==> config.mk <==
export PLATFORM = sky130hd
export DESIGN_NAME = alu_sequencer
export DESIGN_NICKNAME = d
export VERILOG_FILES = /design/src/rtl/cpu_pkg.sv /design/src/rtl/alu_decode.sv /design/src/rtl/alu_sequencer.sv
export SDC_FILE = /design/constraint.sdc
export NUM_CORES = 1
export LEC_CHECK = 0
export ABC_CLOCK_PERIOD_IN_PS = 1600
export BUFFER_PORTS_ARGS = -buffer_cell sky130_fd_sc_hd__buf_2
export CAP_MARGIN = 20
export CORE_MARGIN = 3
export CORE_UTILIZATION = 40
export CTS_CLUSTER_SIZE = 14
export DETAILED_ROUTE_END_ITERATION = 12
export PLACE_DENSITY = 0.7
export RECOVER_POWER = 25
export SLEW_MARGIN = 5
export SYNTH_ARGS = -nofsm -noshare
export SYNTH_HDL_FRONTEND = slang
export SYNTH_SLANG_ARGS = --single-unit
==> constraint.sdc <==
create_clock -name clk -period 1.6 [get_ports clk]
set_input_delay 0.32 -clock clk [delete_from_list [all_inputs] [get_ports clk]]
set_output_delay 0.32 -clock clk [all_outputs]
set_load 0.1 [all_outputs]
==> src/rtl/cpu_pkg.sv <==
// Shared CPU constants: major opcodes, opcode extensions,
// sequencer state encoding and PSR bit positions.
package cpu_pkg;

  localparam logic [3:0] OP_RTYPE = 4'b0000;
  localparam logic [3:0] OP_ANDI  = 4'b0001;
  localparam logic [3:0] OP_ORI   = 4'b0010;
  localparam logic [3:0] OP_XORI  = 4'b0011;
  localparam logic [3:0] OP_MEM   = 4'b0100;
  localparam logic [3:0] OP_ADDI  = 4'b0101;
  localparam logic [3:0] OP_ADDUI = 4'b0110;
  localparam logic [3:0] OP_RSV7  = 4'b0111;
  localparam logic [3:0] OP_SHIFT = 4'b1000;
  localparam logic [3:0] OP_SUBI  = 4'b1001;
  localparam logic [3:0] OP_RSVA  = 4'b1010;
  localparam logic [3:0] OP_CMPI  = 4'b1011;
  localparam logic [3:0] OP_BCOND = 4'b1100;
  localparam logic [3:0] OP_MOVI  = 4'b1101;
  localparam logic [3:0] OP_LUI   = 4'b1111;

  localparam logic [3:0] X_AND  = 4'b0001;
  localparam logic [3:0] X_OR   = 4'b0010;
  localparam logic [3:0] X_XOR  = 4'b0011;
  localparam logic [3:0] X_ADD  = 4'b0101;
  localparam logic [3:0] X_ADDU = 4'b0110;
  localparam logic [3:0] X_ADDC = 4'b0111;
  localparam logic [3:0] X_SUB  = 4'b1001;
  localparam logic [3:0] X_SUBC = 4'b1010;
  localparam logic [3:0] X_CMP  = 4'b1011;
  localparam logic [3:0] X_MOV  = 4'b1101;

  localparam logic [3:0] X_LSHI0  = 4'b0000;
  localparam logic [3:0] X_LSHI1  = 4'b0001;
  localparam logic [3:0] X_ASHUI0 = 4'b0010;
  localparam logic [3:0] X_ASHUI1 = 4'b0011;
  localparam logic [3:0] X_LSH    = 4'b0100;
  localparam logic [3:0] X_ASHU   = 4'b0110;

  localparam logic [3:0] X_LOAD  = 4'b0000;
  localparam logic [3:0] X_STOR  = 4'b0100;
  localparam logic [3:0] X_JAL   = 4'b1000;
  localparam logic [3:0] X_JCOND = 4'b1100;

  typedef enum logic [2:0] {
    S_IDLE,
    S_DECODE,
    S_EXECUTE,
    S_WRITEBACK,
    S_EXT_WAIT
  } state_t;

  localparam int PSR_C = 4;
  localparam int PSR_L = 3;
  localparam int PSR_F = 2;
  localparam int PSR_Z = 1;
  localparam int PSR_N = 0;

endpackage

==> src/rtl/alu_decode.sv <==
// Combinational instruction decode: op + low byte -> ALU controls.
// Ports: op, low in; alu_op, use_imm, imm, writes_reg, sets_flags,
// is_ext, illegal out.
module alu_decode
  import cpu_pkg::*;
#(
  parameter int WIDTH = 16
) (
  input  logic [3:0]       op,
  input  logic [7:0]       low,
  output logic [7:0]       alu_op,
  output logic             use_imm,
  output logic [WIDTH-1:0] imm,
  output logic             writes_reg,
  output logic             sets_flags,
  output logic             is_ext,
  output logic             illegal
);

  logic [3:0]       ext;
  logic [WIDTH-1:0] sext;
  logic [WIDTH-1:0] zext;

  assign ext  = low[7:4];
  assign sext = {{(WIDTH-8){low[7]}}, low};
  assign zext = {{(WIDTH-8){1'b0}}, low};

  always_comb begin
    alu_op     = {op, 4'b0000};
    use_imm    = 1'b1;
    imm        = zext;
    writes_reg = 1'b1;
    sets_flags = 1'b0;
    is_ext     = 1'b0;
    illegal    = 1'b0;
    unique case (op)
      OP_RTYPE: begin
        alu_op  = {op, ext};
        use_imm = 1'b0;
        imm     = '0;
        case (ext)
          X_ADD, X_ADDU, X_ADDC,
          X_SUB, X_SUBC:
            sets_flags = 1'b1;
          X_CMP: begin
            sets_flags = 1'b1;
            writes_reg = 1'b0;
          end
          X_AND, X_OR, X_XOR, X_MOV: ;
          default: illegal = 1'b1;
        endcase
      end
      OP_SHIFT: begin
        alu_op  = {op, ext};
        use_imm = 1'b0;
        imm     = '0;
        case (ext)
          X_LSHI0, X_LSHI1,
          X_ASHUI0, X_ASHUI1: begin
            // immediate shift forms shift by one
            use_imm = 1'b1;
            imm     = WIDTH'(1);
          end
          X_LSH, X_ASHU: ;
          default: illegal = 1'b1;
        endcase
      end
      OP_ADDI, OP_SUBI: begin
        imm        = sext;
        sets_flags = 1'b1;
      end
      OP_CMPI: begin
        imm        = sext;
        sets_flags = 1'b1;
        writes_reg = 1'b0;
      end
      OP_MOVI: imm = sext;
      OP_ADDUI: sets_flags = 1'b1;
      OP_ANDI, OP_ORI, OP_XORI, OP_LUI: ;
      OP_MEM, OP_BCOND: begin
        is_ext     = 1'b1;
        writes_reg = 1'b0;
      end
      OP_RSV7, OP_RSVA: illegal = 1'b1;
      default: ;
    endcase
    if (illegal) begin
      writes_reg = 1'b0;
      sets_flags = 1'b0;
    end
  end

endmodule

==> src/rtl/alu_sequencer.sv <==
// Multi-cycle ALU control FSM: accepts an instruction, decodes it,
// sequences execute/writeback or hands off to the mem/branch unit.
// Ports: instr/instrValid/instrReady fetch handshake; aluOp, aluEnable,
// useImm, imm, srcAddr, destAddr, regWrite datapath controls; ALU flags
// in, psr out; extReq/extDone external handshake; pcAdvance, illegalOp.
module alu_sequencer
  import cpu_pkg::*;
#(
  parameter int WIDTH   = 16,
  parameter int REGBITS = 4
) (
  input  logic               clk,
  input  logic               reset,
  input  logic [15:0]        instr,
  input  logic               instrValid,
  output logic               instrReady,
  output logic [7:0]         aluOp,
  output logic               aluEnable,
  output logic               useImm,
  output logic [WIDTH-1:0]   imm,
  output logic [REGBITS-1:0] srcAddr,
  output logic [REGBITS-1:0] destAddr,
  output logic               regWrite,
  input  logic               aluCarry,
  input  logic               aluLow,
  input  logic               aluOverflow,
  input  logic               aluZero,
  input  logic               aluNegative,
  output logic [4:0]         psr,
  output logic               extReq,
  input  logic               extDone,
  output logic               pcAdvance,
  output logic               illegalOp
);

  state_t state, state_n;

  logic [15:0]      ir;
  logic [7:0]       d_op;
  logic             d_ui;
  logic [WIDTH-1:0] d_imm;
  logic             d_wr;
  logic             d_sf;
  logic             d_ext;
  logic             d_ill;
  logic             wr_q;
  logic             sf_q;

  alu_decode #(
    .WIDTH(WIDTH)
  ) u_dec (
    .op        (ir[15:12]),
    .low       (ir[7:0]),
    .alu_op    (d_op),
    .use_imm   (d_ui),
    .imm       (d_imm),
    .writes_reg(d_wr),
    .sets_flags(d_sf),
    .is_ext    (d_ext),
    .illegal   (d_ill)
  );

  assign srcAddr  = REGBITS'(ir[3:0]);
  assign destAddr = REGBITS'(ir[11:8]);

  always_ff @(posedge clk or posedge reset) begin
    if (reset) state <= S_IDLE;
    else       state <= state_n;
  end

  always_comb begin
    state_n    = state;
    instrReady = 1'b0;
    aluEnable  = 1'b0;
    regWrite   = 1'b0;
    extReq     = 1'b0;
    pcAdvance  = 1'b0;
    illegalOp  = 1'b0;
    unique case (state)
      S_IDLE: begin
        instrReady = 1'b1;
        if (instrValid) state_n = S_DECODE;
      end
      S_DECODE: begin
        illegalOp = d_ill;
        if (d_ext)      state_n = S_EXT_WAIT;
        else if (d_ill) state_n = S_WRITEBACK;
        else            state_n = S_EXECUTE;
      end
      S_EXECUTE: begin
        aluEnable = 1'b1;
        state_n   = S_WRITEBACK;
      end
      S_WRITEBACK: begin
        regWrite  = wr_q;
        pcAdvance = 1'b1;
        state_n   = S_IDLE;
      end
      S_EXT_WAIT: begin
        extReq = 1'b1;
        if (extDone) begin
          pcAdvance = 1'b1;
          state_n   = S_IDLE;
        end
      end
      default: state_n = S_IDLE;
    endcase
  end

  always_ff @(posedge clk or posedge reset) begin
    if (reset) begin
      ir     <= '0;
      aluOp  <= '0;
      useImm <= 1'b0;
      imm    <= '0;
      wr_q   <= 1'b0;
      sf_q   <= 1'b0;
      psr    <= '0;
    end else begin
      if (state == S_IDLE && instrValid)
        ir <= instr;
      // decode results held stable through EXECUTE/WRITEBACK
      if (state == S_DECODE) begin
        aluOp  <= d_op;
        useImm <= d_ui;
        imm    <= d_imm;
        wr_q   <= d_wr;
        sf_q   <= d_sf;
      end
      if (state == S_EXECUTE && sf_q) begin
        psr[PSR_C] <= aluCarry;
        psr[PSR_L] <= aluLow;
        psr[PSR_F] <= aluOverflow;
        psr[PSR_Z] <= aluZero;
        psr[PSR_N] <= aluNegative;
      end
    end
  end

endmodule
==> results.md <==
Final layout:
- At the end of the flow, the number of nets in the layout was 282.
- The post-route netlist has 60.47% of its cells at a drive strength greater than 1.
- Relative to the synthesized area, the layout overhead comes to 48.66%.
- The final core utilization is 62.14%.
- The number of antenna cells inserted is 0.

Critical path:
- The required time at the worst-slack endpoint is 1.28 ns.
- The standard cell with the maximum stage delay on the critical path is sky130_fd_sc_hd__dfrtp_2.
- The critical path goes through or3b_1, a21o_1, nor2_4, buf_12.
- The longest individual stage delay on the worst path is 0.40 ns.
- The worst flop-to-flop path endpoint is sf_q.
- Data on the critical path arrives at its endpoint at 1.58 ns.
- The critical path starts at state[1].
- The count of buffering cells on the critical path with inverters included is 1.
- STA classifies the critical path startpoint as a flip-flop.
- The origin of the critical flop-to-flop path is ir[6].
- The kind of critical path is flip-flop to output port.
- The depth of the most critical reg-to-reg path is 6.
- The nature of the critical path endpoint is an output port.
- The gate family responsible for the most delay along the worst path is simple AND/OR/NAND/NOR gates.
- The critical-path maximum fanout is 2.
- The setup slack on the worst flop-to-flop path is -0.07 ns.

Synthesis:
- The number of distinct standard cells referenced by the synthesized netlist is 32.
- The xor and xnor area share after synthesis is 0.4378%.
- The net count of the mapped netlist is 198.
- The commonest cells after synthesis are sky130_fd_sc_hd__dfrtp_1 (44), sky130_fd_sc_hd__mux2_2 (21), sky130_fd_sc_hd__nand2_1 (21).
- Summing the areas of all fa, ha and maj instances in the mapped netlist gives 0% of the synthesized area.
- After synthesis, the cell types taking the most area are sky130_fd_sc_hd__dfrtp_1 (55%), sky130_fd_sc_hd__mux2_2 (12%), sky130_fd_sc_hd__buf_4 (7.1%).
- Among all cell types in the netlist, the one instantiated most often is sky130_fd_sc_hd__dfrtp_1.
- Summing the areas of all and, or, nand and nor instances in the mapped netlist gives 12.95% of the synthesized area.
- The fraction of synthesized area in multiplexers is 11.82%.
- The number of enable flip-flop cells after synthesis is 0.
- By area, the combinational part of the netlist is dominated by simple AND/OR/NAND/NOR gates.
- The number of warnings reported in the yosys synthesis log is 0.
- The share of the Yosys chip area taken by registers is 55.03%.
- For this run, the leading register cell type out of synthesis is sky130_fd_sc_hd__dfrtp_1.
- The top-area cell type share of the netlist area is 55.03%.
- Of all flip-flops after synthesis, the portion carrying an async set or reset was 100.0%.
- In this run the mean area of a mapped cell was 11.56 sq um.
- The post-synthesis instance area is 2001 sq um.
- The cell taking the most area after synthesis is sky130_fd_sc_hd__dfrtp_1.
- The number of flip-flops and latches in the synthesized netlist is 44.
- The area fraction in compound gates after synthesis is 10.44%.
- The gate count after technology mapping is 173.

Timing:
- The number of failing hold endpoints at the final stage is 0.
- For the pin with the worst max-slew slack, the measured transition is 0.5477 ns.
- The worst slew margin relative to its limit is 63.49%.
- Setup repair after global routing could not meet its margin everywhere.
- The final hold slack is 0.2416 ns.
- The final period demand of the worst path is 1.896 ns.
- Setup violations remaining at the end of the flow were counted as 13.
- The final cycle utilization of the critical path is 118.5%.
- Clock skew on the completed layout was measured at 0.005253 ns.
- Derived from the worst setup path, the maximum achievable clock frequency is 527.4 MHz.
- After layout, the worst setup slack is -0.2959 ns.
- The number of pins with negative max-slew slack in the final report came to 0.

Floorplan:
- In this run the count of I/O pins placed on the die edge is 69.
- The initial utilization of the core area, before any placement, comes to 41.80%.
- After floorplanning, the core was divided into 25 placement rows.
- The floorplan step set the die height to 76.72 microns.
- The total area inside the core boundary comes to 4786 sq um.
- The die is 76.72 microns wide.
- The die covers 5886 sq um.

Detailed routing:
- The number of DRC markers after the initial detailed-route iteration is 71.
- The number of detailed-routing iterations run before antenna repair is 4.
- After detailed routing, the total wire length is 4885 microns.
- The number of vias after detailed routing is 1,605.
- The per-cell via count in the routed design is 4.938.
- In this run the remaining antenna-violating nets after routing total 0.
- Dividing the detail-routed wire length by the instance count gives 15.03 microns.
- The remaining design rule violation count is 0.

Global route:
- The number of global-route vias before repair was 1,721.
- The aggregate global routing overflow is 0.
- The number of antenna violations at the first check in global routing was 0.
- The overall track demand over capacity in global routing is 17.45%.
- The first-pass GRT wire length is 8197 microns.
- The pin count of the biggest net entering global routing is 24.

Job:
- The max-capacitance violation count is 0.

Hold path:
- The number of cells on the worst hold path is 2.
- The launch instance of the worst min-delay path is instr[2].
- The end of the worst hold path is ir[2].
- The worst hold-check path type is input pin to flip-flop.

Clock network:
- The depth of the CTS H-tree is 2.
- The number of buffers between clock root and the deepest sink is 2.
- The later pin in the worst-skew pair is clocked with a latency of 0.30 ns.
- The clock edge transition at the registers on the reported setup and hold paths is 0.09 ns.
- TritonCTS built the clock tree.
- The master cell of the clock root buffer is sky130_fd_sc_hd__clkbuf_8.
- Counting every sink on the clock net gives 44.
- Buffers inserted during clock tree synthesis total 5.

Place:
- The routability congestion estimate is 0.8974.
- At the placement stage, the worst setup path has a slack of -0.005346 ns.
- Buffers placed on the I/O ports in this run total 68.
- Summed over all nets, the half-perimeter wirelength after detailed placement is 3410 microns.

Run status:
- The final reports fail on negative setup slack.
- The run finished, with violations left.
## cells in the final DEF, fill, tap and decap left out, types with 2 or more instances in the layout
| cell type | instances |
|---|---|
| sky130_fd_sc_hd__nor2_4 | 2 |
| sky130_fd_sc_hd__o21ai_0 | 5 |
| sky130_fd_sc_hd__clkbuf_2 | 2 |
| sky130_fd_sc_hd__buf_12 | 7 |
| sky130_fd_sc_hd__buf_6 | 9 |
| sky130_fd_sc_hd__and2_4 | 2 |
| sky130_fd_sc_hd__a21oi_1 | 2 |
| sky130_fd_sc_hd__nand2b_1 | 3 |
| sky130_fd_sc_hd__mux2_4 | 21 |
| sky130_fd_sc_hd__dfrtp_1 | 38 |
| sky130_fd_sc_hd__nor2_1 | 6 |
| sky130_fd_sc_hd__a22o_1 | 12 |
| sky130_fd_sc_hd__clkbuf_8 | 5 |
| sky130_fd_sc_hd__a21o_1 | 2 |
| sky130_fd_sc_hd__dfrtp_2 | 6 |
| sky130_fd_sc_hd__buf_4 | 22 |
| sky130_fd_sc_hd__inv_1 | 2 |
| sky130_fd_sc_hd__nand2_1 | 19 |
| sky130_fd_sc_hd__nor3b_4 | 2 |
| sky130_fd_sc_hd__buf_2 | 62 |
## state kept, by name, summed over array words and instances (netlist names)
name and flops:
state 3, psr 5, ir 16, imm 9, wr_q 1, sf_q 1
useImm 1, aluOp 8
## stage by stage
stage	TNS [ns]	instance area, sq um	cells
after floorplan	-13.12	2132	173
after global placement	0	2673	309
after detailed placement	-0.005346	2673	309
after CTS	-1.082	2909	321
after global routing	-2.277	2974	325
final	-1.373	2974	325
## per-layer routing
metal	vias to the layer above	GRT usage, %	wire, microns
met1	781	22.31	2079
met4	0	5.797	98
met3	11	4.930	327
met2	57	28.48	2379
li1	756	-	-
met5	-	0	0
## cell type report
class,instances,area (sq um)
Clock buffer,5,68.82
Clock inverter,3,46.29
Multi-Input combinational cell,100,897.1
Sequential cell,44,1109
Timing Repair Buffer,104,762.0
Fill cell,380,1812
Inverter,2,7.507
Tap cell,67,83.83
## what timing repair did
item | 4_1_cts | 5_1_grt
pin swaps | 10 | 4
gates resized for setup | 23 | 7
cloned | 0 | 1
endpoints found under the setup margin | 6 | 28
hold buffers | 1 | 0
endpoints found under the hold margin | 5 | 0
setup buffers | 4 | 4
## how the worst max path moves through the flow
stage,cells after the start,endpoint,slack (ns)
6_report,4,illegalOp,-0.30
5_1_grt,5,illegalOp,-0.35
4_1_cts,4,illegalOp,-0.30
3_5_place_dp,6,illegalOp,-0.005
3_3_place_gp,4,illegalOp,0.004
2_1_floorplan,5,ir[0],-0.62
## kinds of logic (layout without fill, tap and decap cells)
logic type / count (synthesis) / after routing
and+or+nand+nor: 50 / 50
DFF: 44 / 44
buffers and inverters: 29 / 114
AOI/OAI and AO/OA: 28 / 28
muxes: 21 / 21
xor gates and xnor gates: 1 / 1
Power is left out: the tool's default activity adds up to more than one toggle a clock period on the data nets, which glitch-free logic cannot reach.
